**src/rtl/reset_seq_pkg.sv**
```systemverilog
`default_nettype none
// ============================================================================
// Module      : reset_seq_pkg
// Description : Shared types and helpers for the reset sequencer: the FSM
//               state encoding, the timer-width calculation and a lowest-set
//               bit finder used to report which stage lost its ready.
// Revision    : 1.0 - initial release
// ============================================================================
package reset_seq_pkg;

    // Upper bound on the number of sequenced stages.
    localparam int MAX_STAGES = 16;

    typedef enum logic [2:0] {
        HOLD       = 3'd0,
        WAIT_READY = 3'd1,
        GAP        = 3'd2,
        DONE       = 3'd3,
        FAULT      = 3'd4
    } seq_state_t;

    // The timer must be able to hold the larger of the two limits.
    function automatic int timer_width(input int delay_cycles, input int timeout_cycles);
        int max_val;
        max_val = (delay_cycles > timeout_cycles) ? delay_cycles : timeout_cycles;
        return $clog2(max_val + 1);
    endfunction

    // Index of the lowest set bit; 0 when no bit is set.
    function automatic logic [3:0] lowest_set(input logic [MAX_STAGES-1:0] vec);
        logic [3:0] idx;
        idx = 4'd0;
        for (int i = MAX_STAGES - 1; i >= 0; i--) begin
            if (vec[i]) begin
                idx = 4'(i);
            end
        end
        return idx;
    endfunction

endpackage
`default_nettype wire

```
**src/rtl/reset_sequencer_seq_timer.sv**
```systemverilog
`default_nettype none
// ============================================================================
// Module      : seq_timer
// Description : Clearable, saturating up-counter with a terminal-count
//               compare against a runtime limit.
// Ports       : clk     - system clock
//               rst     - synchronous active-high reset
//               i_clear - restart counting from zero on the next edge
//               i_limit - number of edges to count (>= 1)
//               o_done  - high on the edge that completes i_limit counts
// Revision    : 1.0 - initial release
// ============================================================================
module seq_timer #(
    parameter int WIDTH = 8
) (
    input  logic             clk,
    input  logic             rst,
    input  logic             i_clear,
    input  logic [WIDTH-1:0] i_limit,
    output logic             o_done
);

    localparam logic [WIDTH-1:0] c_count_max = '1;

    logic [WIDTH-1:0] r_count;

    // Saturates at all-ones so a long stay in DONE/FAULT can never wrap.
    always_ff @(posedge clk) begin
        if (rst || i_clear) begin
            r_count <= '0;
        end else if (r_count != c_count_max) begin
            r_count <= r_count + WIDTH'(1);
        end
    end

    // Count value k is seen on the (k+1)-th edge after a clear, so the
    // limit-th edge is the one that observes limit-1.
    assign o_done = (r_count >= (i_limit - WIDTH'(1)));

endmodule
`default_nettype wire

```
**src/rtl/reset_sequencer.sv**
```systemverilog
`default_nettype none
// ============================================================================
// Module      : reset_sequencer
// Description : Releases NUM_STAGES subsystem resets one at a time in index
//               order. Each released stage must report ready before the next
//               is released; a missing or lost ready forces every stage back
//               into reset and raises a sticky fault.
// Ports       : clock        - system clock
//               reset        - synchronous active-high reset
//               restart      - one-cycle pulse, reruns the sequence
//               stage_ready  - per-stage ready inputs
//               stage_reset  - per-stage resets, active-high, registered
//               all_ready    - every stage released and ready
//               fault        - sticky error flag
//               fault_stage  - index of the stage that caused the fault
// Revision    : 1.0 - initial release
// ============================================================================
module reset_sequencer
    import reset_seq_pkg::*;
#(
    parameter int NUM_STAGES     = 4,
    parameter int DELAY_CYCLES   = 16,
    parameter int TIMEOUT_CYCLES = 1024,
    localparam int IDX_W         = (NUM_STAGES > 1) ? $clog2(NUM_STAGES) : 1
) (
    input  logic                  clock,
    input  logic                  reset,
    input  logic                  restart,
    input  logic [NUM_STAGES-1:0] stage_ready,
    output logic [NUM_STAGES-1:0] stage_reset,
    output logic                  all_ready,
    output logic                  fault,
    output logic [IDX_W-1:0]      fault_stage
);

    localparam int TIMER_W = timer_width(DELAY_CYCLES, TIMEOUT_CYCLES);

    localparam logic [TIMER_W-1:0] c_delay_limit   = TIMER_W'(DELAY_CYCLES);
    localparam logic [TIMER_W-1:0] c_timeout_limit = TIMER_W'(TIMEOUT_CYCLES);
    localparam logic [IDX_W-1:0]   c_last_idx      = IDX_W'(NUM_STAGES - 1);

    seq_state_t             r_state;
    seq_state_t             w_next_state;
    logic [IDX_W-1:0]       r_idx;
    logic [IDX_W-1:0]       w_next_idx;

    logic [NUM_STAGES-1:0]  r_stage_reset;
    logic                   r_all_ready;
    logic                   r_fault;
    logic [IDX_W-1:0]       r_fault_stage;

    logic [NUM_STAGES-1:0]  w_stage_reset_nxt;
    logic                   w_all_ready_nxt;
    logic                   w_fault_nxt;
    logic [IDX_W-1:0]       w_fault_stage_nxt;

    logic                   w_timer_clear;
    logic                   w_timer_done;
    logic [TIMER_W-1:0]     w_timer_limit;

    logic [NUM_STAGES-1:0]  w_released;
    logic [NUM_STAGES-1:0]  w_lost;
    logic                   w_lost_any;
    logic [IDX_W-1:0]       w_lost_idx;
    logic                   w_ready_cur;
    logic                   w_is_last;

    // ------------------------------------------------------------------
    // Shared delay / timeout timer
    // ------------------------------------------------------------------
    // Every state change restarts the count, so HOLD, GAP and WAIT_READY
    // each measure from their own entry edge.
    assign w_timer_clear = restart || (w_next_state != r_state);
    assign w_timer_limit = (r_state == WAIT_READY) ? c_timeout_limit : c_delay_limit;

    seq_timer #(
        .WIDTH   (TIMER_W)
    ) u_timer (
        .clk     (clock),
        .rst     (reset),
        .i_clear (w_timer_clear),
        .i_limit (w_timer_limit),
        .o_done  (w_timer_done)
    );

    // ------------------------------------------------------------------
    // Lost-ready detection
    // ------------------------------------------------------------------
    // Stages below idx have already been accepted as ready; in DONE every
    // stage has. Stages still held in reset are never monitored.
    always_comb begin
        w_released = '0;
        for (int i = 0; i < NUM_STAGES; i++) begin
            if (r_state == DONE) begin
                w_released[i] = 1'b1;
            end else if ((r_state == WAIT_READY) || (r_state == GAP)) begin
                w_released[i] = (IDX_W'(i) < r_idx);
            end
        end
    end

    assign w_lost      = w_released & ~stage_ready;
    assign w_lost_any  = |w_lost;
    assign w_lost_idx  = IDX_W'(lowest_set(MAX_STAGES'(w_lost)));
    assign w_ready_cur = stage_ready[r_idx];
    assign w_is_last   = (r_idx == c_last_idx);

    // ------------------------------------------------------------------
    // State register, index and registered outputs
    // ------------------------------------------------------------------
    always_ff @(posedge clock) begin
        if (reset) begin
            r_state       <= HOLD;
            r_idx         <= '0;
            r_stage_reset <= '1;
            r_all_ready   <= 1'b0;
            r_fault       <= 1'b0;
            r_fault_stage <= '0;
        end else begin
            r_state       <= w_next_state;
            r_idx         <= w_next_idx;
            r_stage_reset <= w_stage_reset_nxt;
            r_all_ready   <= w_all_ready_nxt;
            r_fault       <= w_fault_nxt;
            r_fault_stage <= w_fault_stage_nxt;
        end
    end

    // ------------------------------------------------------------------
    // Next-state logic: restart > lost ready > ready > timeout
    // ------------------------------------------------------------------
    always_comb begin
        w_next_state = r_state;
        w_next_idx   = r_idx;
        if (restart) begin
            w_next_state = HOLD;
            w_next_idx   = '0;
        end else begin
            case (r_state)
                HOLD: begin
                    if (w_timer_done) begin
                        w_next_state = WAIT_READY;
                    end
                end
                WAIT_READY: begin
                    if (w_lost_any) begin
                        w_next_state = FAULT;
                    end else if (w_ready_cur) begin
                        if (w_is_last) begin
                            w_next_state = DONE;
                        end else begin
                            w_next_state = GAP;
                            w_next_idx   = r_idx + IDX_W'(1);
                        end
                    end else if (w_timer_done) begin
                        w_next_state = FAULT;
                    end
                end
                GAP: begin
                    if (w_lost_any) begin
                        w_next_state = FAULT;
                    end else if (w_timer_done) begin
                        w_next_state = WAIT_READY;
                    end
                end
                DONE: begin
                    if (w_lost_any) begin
                        w_next_state = FAULT;
                    end
                end
                FAULT: begin
                    w_next_state = FAULT;
                end
                default: begin
                    w_next_state = HOLD;
                    w_next_idx   = '0;
                end
            endcase
        end
    end

    // ------------------------------------------------------------------
    // Output logic, driven by the transition being taken
    // ------------------------------------------------------------------
    always_comb begin
        w_stage_reset_nxt = r_stage_reset;
        w_all_ready_nxt   = r_all_ready;
        w_fault_nxt       = r_fault;
        w_fault_stage_nxt = r_fault_stage;
        if (restart) begin
            w_stage_reset_nxt = '1;
            w_all_ready_nxt   = 1'b0;
            w_fault_nxt       = 1'b0;
            w_fault_stage_nxt = '0;
        end else if ((w_next_state == FAULT) && (r_state != FAULT)) begin
            w_stage_reset_nxt = '1;
            w_all_ready_nxt   = 1'b0;
            w_fault_nxt       = 1'b1;
            // A lost ready outranks the timeout of the stage being waited on.
            w_fault_stage_nxt = w_lost_any ? w_lost_idx : r_idx;
        end else if ((w_next_state == WAIT_READY) && (r_state != WAIT_READY)) begin
            // From HOLD idx is 0; from GAP idx already points at the stage
            // to release, so only one bit ever changes per release.
            w_stage_reset_nxt[r_idx] = 1'b0;
        end else if ((w_next_state == DONE) && (r_state != DONE)) begin
            w_all_ready_nxt = 1'b1;
        end
    end

    assign stage_reset = r_stage_reset;
    assign all_ready   = r_all_ready;
    assign fault       = r_fault;
    assign fault_stage = r_fault_stage;

endmodule
`default_nettype wire

```
**config.mk**
```make
export PLATFORM = sky130hd
export DESIGN_NAME = reset_sequencer
export DESIGN_NICKNAME = d
export VERILOG_FILES = /design/src/rtl/reset_seq_pkg.sv /design/src/rtl/reset_sequencer_seq_timer.sv /design/src/rtl/reset_sequencer.sv
export SDC_FILE = /design/constraint.sdc
export NUM_CORES = 1
export LEC_CHECK = 0
export CAP_MARGIN = 40
export CORE_ASPECT_RATIO = 0.8
export CORE_MARGIN = 3
export CORE_UTILIZATION = 30
export DETAILED_ROUTE_END_ITERATION = 7
export PLACE_DENSITY = 0.59
export REMOVE_ABC_BUFFERS = 1
export SLEW_MARGIN = 20
export SYNTH_ARGS = -nofsm -noshare
export SYNTH_HDL_FRONTEND = slang
export SYNTH_HIERARCHICAL = 1
export SYNTH_SLANG_ARGS = --single-unit
```
**constraint.sdc**
```tcl
create_clock -name clock -period 6 [get_ports clock]
set_input_delay 0.9 -clock clock [delete_from_list [all_inputs] [get_ports clock]]
set_output_delay 0.9 -clock clock [all_outputs]
set_load 0.1 [all_outputs]
```
==> results of run 1 <==
[flip-flops by register name, summed over array words and instances (netlist names)]
register,flops
fault_stage,2
r_state,3
fault,1
all_ready,1
u_timer/r_count,11
r_idx,2
stage_reset,4
[layer usage]
| metal | share of wire [%] | global-route usage (%) | vias to the layer above |
|---|---|---|---|
| met5 | 0 | 0 | - |
| met4 | 1.5 | 3.40 | 0 |
| met3 | 7.6 | 2.25 | 6 |
| met2 | 40 | 16.2 | 51 |
| met1 | 50 | 17.9 | 671 |
| li1 | - | - | 820 |
[logic make-up (layout without fill, tap and decap cells)]
family / count (synthesis) / count (layout) / share of synthesized area (%)
AOI/OAI and AO/OA: 51 / 51 / 19.1
xor gates and xnor gates: 12 / 12 / 6.11
adders and majority gates: 19 / 19 / 13.8
buffers and inverters: 19 / 40 / 5.09
DFF: 24 / 24 / 27.9
muxes: 3 / 3 / 2.47
other: 1 / 23 / 0.218
and+or+nand+nor: 77 / 77 / 25.3
[worst register-to-register path: stages (launching register included)]
cell	delay [ns]
dfxtp_1	0.55
nor2b_1	0.30
nand2b_1	0.22
nor2_1	0.21
nand2_1	0.09
nor4b_1	0.33
xnor2_1	0.16
ha_1	0.27
nand4_1	0.14
a211oi_1	0.07
or3_1	0.45
inv_1	0.10
a21oi_1	0.06
o21bai_1	0.20
o21a_1	0.18
or4_1	0.48
nor2_1	0.35
o21ai_0	0.17
a31oi_1	0.17
[layout by cell type, fill, tap and decap left out, types with 3 or more instances in the layout]
cell             instances
or3_1                    3
nand2b_1                 5
conb_1                  23
nor2_1                   8
inv_1                   13
clkdlybuf4s50_1         14
nor3b_1                  3
nand4_1                  5
a31oi_1                  5
clkbuf_8                 3
dfxtp_1                 24
nand3_1                  9
and3_1                   4
nor3_1                   8
a21oi_1                 12
buf_8                    8
xnor2_1                 10
nand2_1                 16
o22ai_1                  3
o21ai_0                 12
ha_1                    18
[final cells by class]
type | instances | area share, %
well taps | 75 | 4.27
clock buffers | 3 | 1.88
clock inverters | 1 | 1.37
flip-flops and latches | 24 | 21.9
inverters | 13 | 2.22
multi-input cells | 185 | 56.2
repair buffers | 23 | 12.2
[path summary, 6_finish.rpt]
| check | from | end | cells past startpoint |
|---|---|---|---|
| worst max-delay path | r_state[0] | u_timer/r_count[2] | 18 |
| worst min-delay path | fault_stage[1] | fault_stage[1] | 2 |
| worst max register to register | r_state[0] | u_timer/r_count[2] | 18 |
| worst min register to register | fault_stage[1] | fault_stage[1] | 2 |
[power breakdown]
| group | switching [mW] | leakage [nW] | total, mW | internal [mW] |
|---|---|---|---|---|
| Clock | 0.0590 | 0.0357 | 0.148 | 0.0894 |
| Combinational | 0.0150 | 0.655 | 0.0282 | 0.0131 |
| Sequential | 0.000973 | 0.194 | 0.161 | 0.160 |
| Total | 0.0750 | 0.885 | 0.337 | 0.262 |
==> results.ini, run 1 <==
[detailed_routing]
vias = 1548
drc = 0
wl_mm = 3.85
via_per_inst = 4.78
drt_iter0_markers = 122
routedWlPerCell_um = 11.9
dr.pass1.iters = 4
ant_nets = 0

[clock_tree]
cts.repair.resized = 0
postCtsSetupRepairBufs = 0
cts_buffer_depth = 2
cts_root_buf = clkbuf_8
insertion_delay_ns = 0.28
htree_levels = 1
hold_buffers = 0
numCtsBuffers = 3
clk_pin_slew_worst_paths_ns = 0.09
cts_tree = built
clock-sinks = 24

[final_layout]
fin_nets = 275
post-route-util_pct = 41.7
fin_area_um2 = 2200
fill_cells = 512
final_cells = 324
multiInputGateArea_um2 = 1230
drive_above_1_share_pct = 9.64
regArea_um2 = 480
area_delta_synth_final_pct = 27.7
n_antenna_cell = 0

[timing]
setup_viol = 0
whs_ns = 0.463
setup-tns-final_ns = 0
slew_viol_final = 0
finalCritPeriodShare_pct = 76.2
clock.fmax_mhz = 219
min_period_ns = 4.57
finalClockSkew_ns = 0.00248
final-hold-violation-count = 0
rsz0062_at_grt = false
fin_ws_ns = 1.43

[floorplan]
dieWidth_um = 90.6
die_h_um = 73.7
ioPinCount = 15
die_area_um2 = 6680
initial_core_util_pct = 32.6
rows = 23
fp.coreArea_um2 = 5270

[logic_synthesis]
syn_inst = 206
synthMostInstantiatedCell = dfxtp_1
ys_async_sr_fraction_pct = 0
yosysWarnings = 6
synth_top_area_share_pct = 27.9
yosysSeqAreaShare_pct = 27.9
synth_area_leaders = dfxtp_1 (28%), ha_1 (13%), xnor2_1 (5.1%)
netlist_area_um2 = 1720
ys.flop_type = dfxtp_1
synth.largest_area_cell = dfxtp_1
ys_ff_latch = 24
synth_cell_types = 54
synth_common_cells = dfxtp_1 (24), ha_1 (18), nand2_1 (16)
avgSynthCellArea_um2 = 8.35
synth_edf_count = 0

[place]
place_inst = 320
placed_area_um2 = 2120
dp_slack_ns = 1.53
gp_congestion = 0.854
dp_hpwl_mm = 2.95
io_buffer_count = 14

[global_routing]
antenna_found_initial = 0
overflow = 0
first_global_vias = 1330
grt_max_degree = 15
grt.total_usage_pct = 11.7
grt_pass1_wl_mm = 6.36

[worst_setup_path]
cpMaxStageDelayCell = dfxtp_1
crit_path_end_kind = flip-flop
cp_max_fo = 12
slowest_delay_ns = 0.55
worstSetupPathType = reg2reg
crit_chain = nor2b_1 -> nand2b_1 -> nor2_1 -> nand2_1 -> nor4b_1 -> xnor2_1 -> ha_1 -> nand4_1 -> a211oi_1 -> or3_1 -> inv_1 -> a21oi_1 -> o21bai_1 -> o21a_1 -> or4_1 -> nor2_1 -> o21ai_0 -> a31oi_1
crit_arrival_ns = 4.78
crit_family = simple AND/OR/NAND/NOR gates
crit_top_cell = nor2_1
crit_buf_inv = 1
reg2reg_slack_ns = 1.43
critPathRequiredTime_ns = 6.21
startpoint_type = flip-flop

[power_and_ir_drop]
power.density_nw_per_um2 = 154
p_leak_nw = 0.885
peakVddDrop_mv = 0.0850
total_power_mw = 0.337

[worst_hold_path]
min_path_type = reg2reg

[status]
status = finished, final reports clean

[flow_run]
cap_violations = 0

Note: power is estimated with default switching activity, not from simulation.
==> run 2, diff against run 1 <==
--- a/config.mk
+++ b/config.mk
@@ -10,7 +10,7 @@
 export CORE_MARGIN = 3
 export CORE_UTILIZATION = 30
 export DETAILED_ROUTE_END_ITERATION = 7
-export PLACE_DENSITY = 0.59
+export PLACE_DENSITY = 0.61
 export REMOVE_ABC_BUFFERS = 1
 export SLEW_MARGIN = 20
 export SYNTH_ARGS = -nofsm -noshare
==> constraint.sdc (replaced) <==
create_clock -name clock -period 4.1 [get_ports clock]
set_input_delay 0.615 -clock clock [delete_from_list [all_inputs] [get_ports clock]]
set_output_delay 0.615 -clock clock [all_outputs]
set_load 0.1 [all_outputs]
==> results.ini, run 2 (same netlist as run 1, synthesis figures left out) <==
[clock_tree]
htree_levels = 1
cts_root_buf = clkbuf_8
insertion_delay_ns = 0.27
clk_pin_slew_worst_paths_ns = 0.09
numCtsBuffers = 3
cts_buffer_depth = 2
cts_tree = built
hold_buffers = 0
clock-sinks = 24

[power_and_ir_drop]
peakVddDrop_mv = 0.103
p_leak_nw = 0.898
power.density_nw_per_um2 = 198

[worst_setup_path]
crit_path_end_kind = flip-flop
r2r_start = r_state[2]
r2r_end = u_timer/r_count[3]
reg2reg_slack_ns = 0.29
critPathRequiredTime_ns = 4.28
ff2ff_path_depth = 15
crit_arrival_ns = 4.00
cp_max_fo = 10
worstSetupPathType = reg2reg
startpoint_type = flip-flop

[timing]
rsz0062_at_grt = false
finalClockSkew_ns = 0.00439
setup_viol = 0
setup-tns-final_ns = 0
finalCritPeriodShare_pct = 93.0
min_period_ns = 3.81
clock.fmax_mhz = 262
final-hold-violation-count = 0
slew_viol_final = 0

[detailed_routing]
drc = 0
routedWlPerCell_um = 11.3
dr.pass1.iters = 4
vias = 1541
ant_nets = 0
wl_mm = 3.71
via_per_inst = 4.70
drt_iter0_markers = 88

[floorplan]
dieWidth_um = 90.6
die_area_um2 = 6680
rows = 23
fp.coreArea_um2 = 5270
ioPinCount = 15
die_h_um = 73.7
initial_core_util_pct = 32.6

[final_layout]
drive_above_1_share_pct = 12.6
area_delta_synth_final_pct = 29.3
fill_cells = 520
mostFrequentLayoutCell = dfxtp_1
n_antenna_cell = 0
regMostFlops = u_timer/r_count
post-route-util_pct = 42.2
fin_nets = 279
mostFrequentLayoutCells = dfxtp_1 (24), conb_1 (23), ha_1 (18)
largest_register_ffs = 11

[global_routing]
grt_max_degree = 14
grt.total_usage_pct = 11.8
first_global_vias = 1380
antenna_found_initial = 0
overflow = 0
grt_pass1_wl_mm = 6.39

[worst_hold_path]
min_path_type = reg2reg
holdPathStages = 2
min-delay-start = fault_stage[1]
hold_end = fault_stage[1]

[flow_run]
cap_violations = 0

[place]
gp_congestion = 0.848
io_buffer_count = 14
dp_hpwl_mm = 3.00

[status]
status = finished, final reports clean

run 2: cell types whose count changed in the layout (fill, tap and decap cells not counted), sizes merged:
cell | previous run | this run
buf | 9 | 13
bufinv | 1 | 0
clkbuf | 3 | 4
run 2: cell type report:
type                            count  area (µm²)  area share [%]
Tap cell                           75        93.8            4.22
Clock buffer                        4        55.1            2.48
Inverter                           13        48.8            2.19
Timing Repair Buffer               27         298            13.4
Sequential cell                    24         480            21.6
Multi-Input combinational cell    185        1250            56.1
run 2: through the flow:
stage               total power [mW]  instances  worst slack [ns]  hold slack (ns)  area (µm²)
global route                   0.463        328           0.00592            0.490        2220
finish                         0.439        328             0.289            0.464        2220
global placement               0.279        315             0.300            0.448        2030
floorplan                      0.267        222             0.175            0.478        1760
detailed placement             0.280        324             0.208            0.459        2150
CTS                            0.443        328             0.169            0.473        2210
run 2: power by group:
| group | switching, mW | total, mW | internal (mW) | leakage (nW) |
|---|---|---|---|---|
| Clock | 0.0768 | 0.163 | 0.0858 | 0.0288 |
| Combinational | 0.0218 | 0.0412 | 0.0194 | 0.676 |
| Sequential | 0.00143 | 0.235 | 0.234 | 0.194 |
| Total | 0.100 | 0.439 | 0.339 | 0.898 |
run 2: repair_timing:
item | in CTS | in global routing
setup buffers | 0 | 0
setup endpoints to repair | 0 | 11
resized for setup | 0 | 4
run 2: metal layers:
metal  vias to the layer above  share of wire [%]  GRT usage [%]
met5                         -                  0              0
li1                        823                  -              -
met3                         4                4.5           1.94
met4                         0                1.3           4.92
met1                       678                 53           17.5
met2                        36                 41           16.8
run 2: worst max-delay path by stage:
stage | from | to | cells after the start
2_1_floorplan | r_state[0] | u_timer/r_count[8] | 17
3_3_place_gp | r_state[0] | u_timer/r_count[8] | 17
5_1_grt | r_state[0] | u_timer/r_count[3] | 17
6_report | r_state[2] | u_timer/r_count[3] | 15
4_1_cts | r_state[0] | u_timer/r_count[2] | 18
3_5_place_dp | r_state[2] | u_timer/r_count[8] | 16
run 2: critical path: stages, from the launching register on:
cell	delay, ns
dfxtp_1	0.41
nand2b_1	0.21
buf_4	0.17
nor4_1	0.31
xnor2_1	0.15
ha_1	0.29
nand4_1	0.12
a211oi_1	0.07
or3_1	0.42
inv_1	0.10
a21oi_1	0.06
o21bai_1	0.18
o21a_1	0.17
or4_1	0.50
or2_2	0.38
a211oi_1	0.19
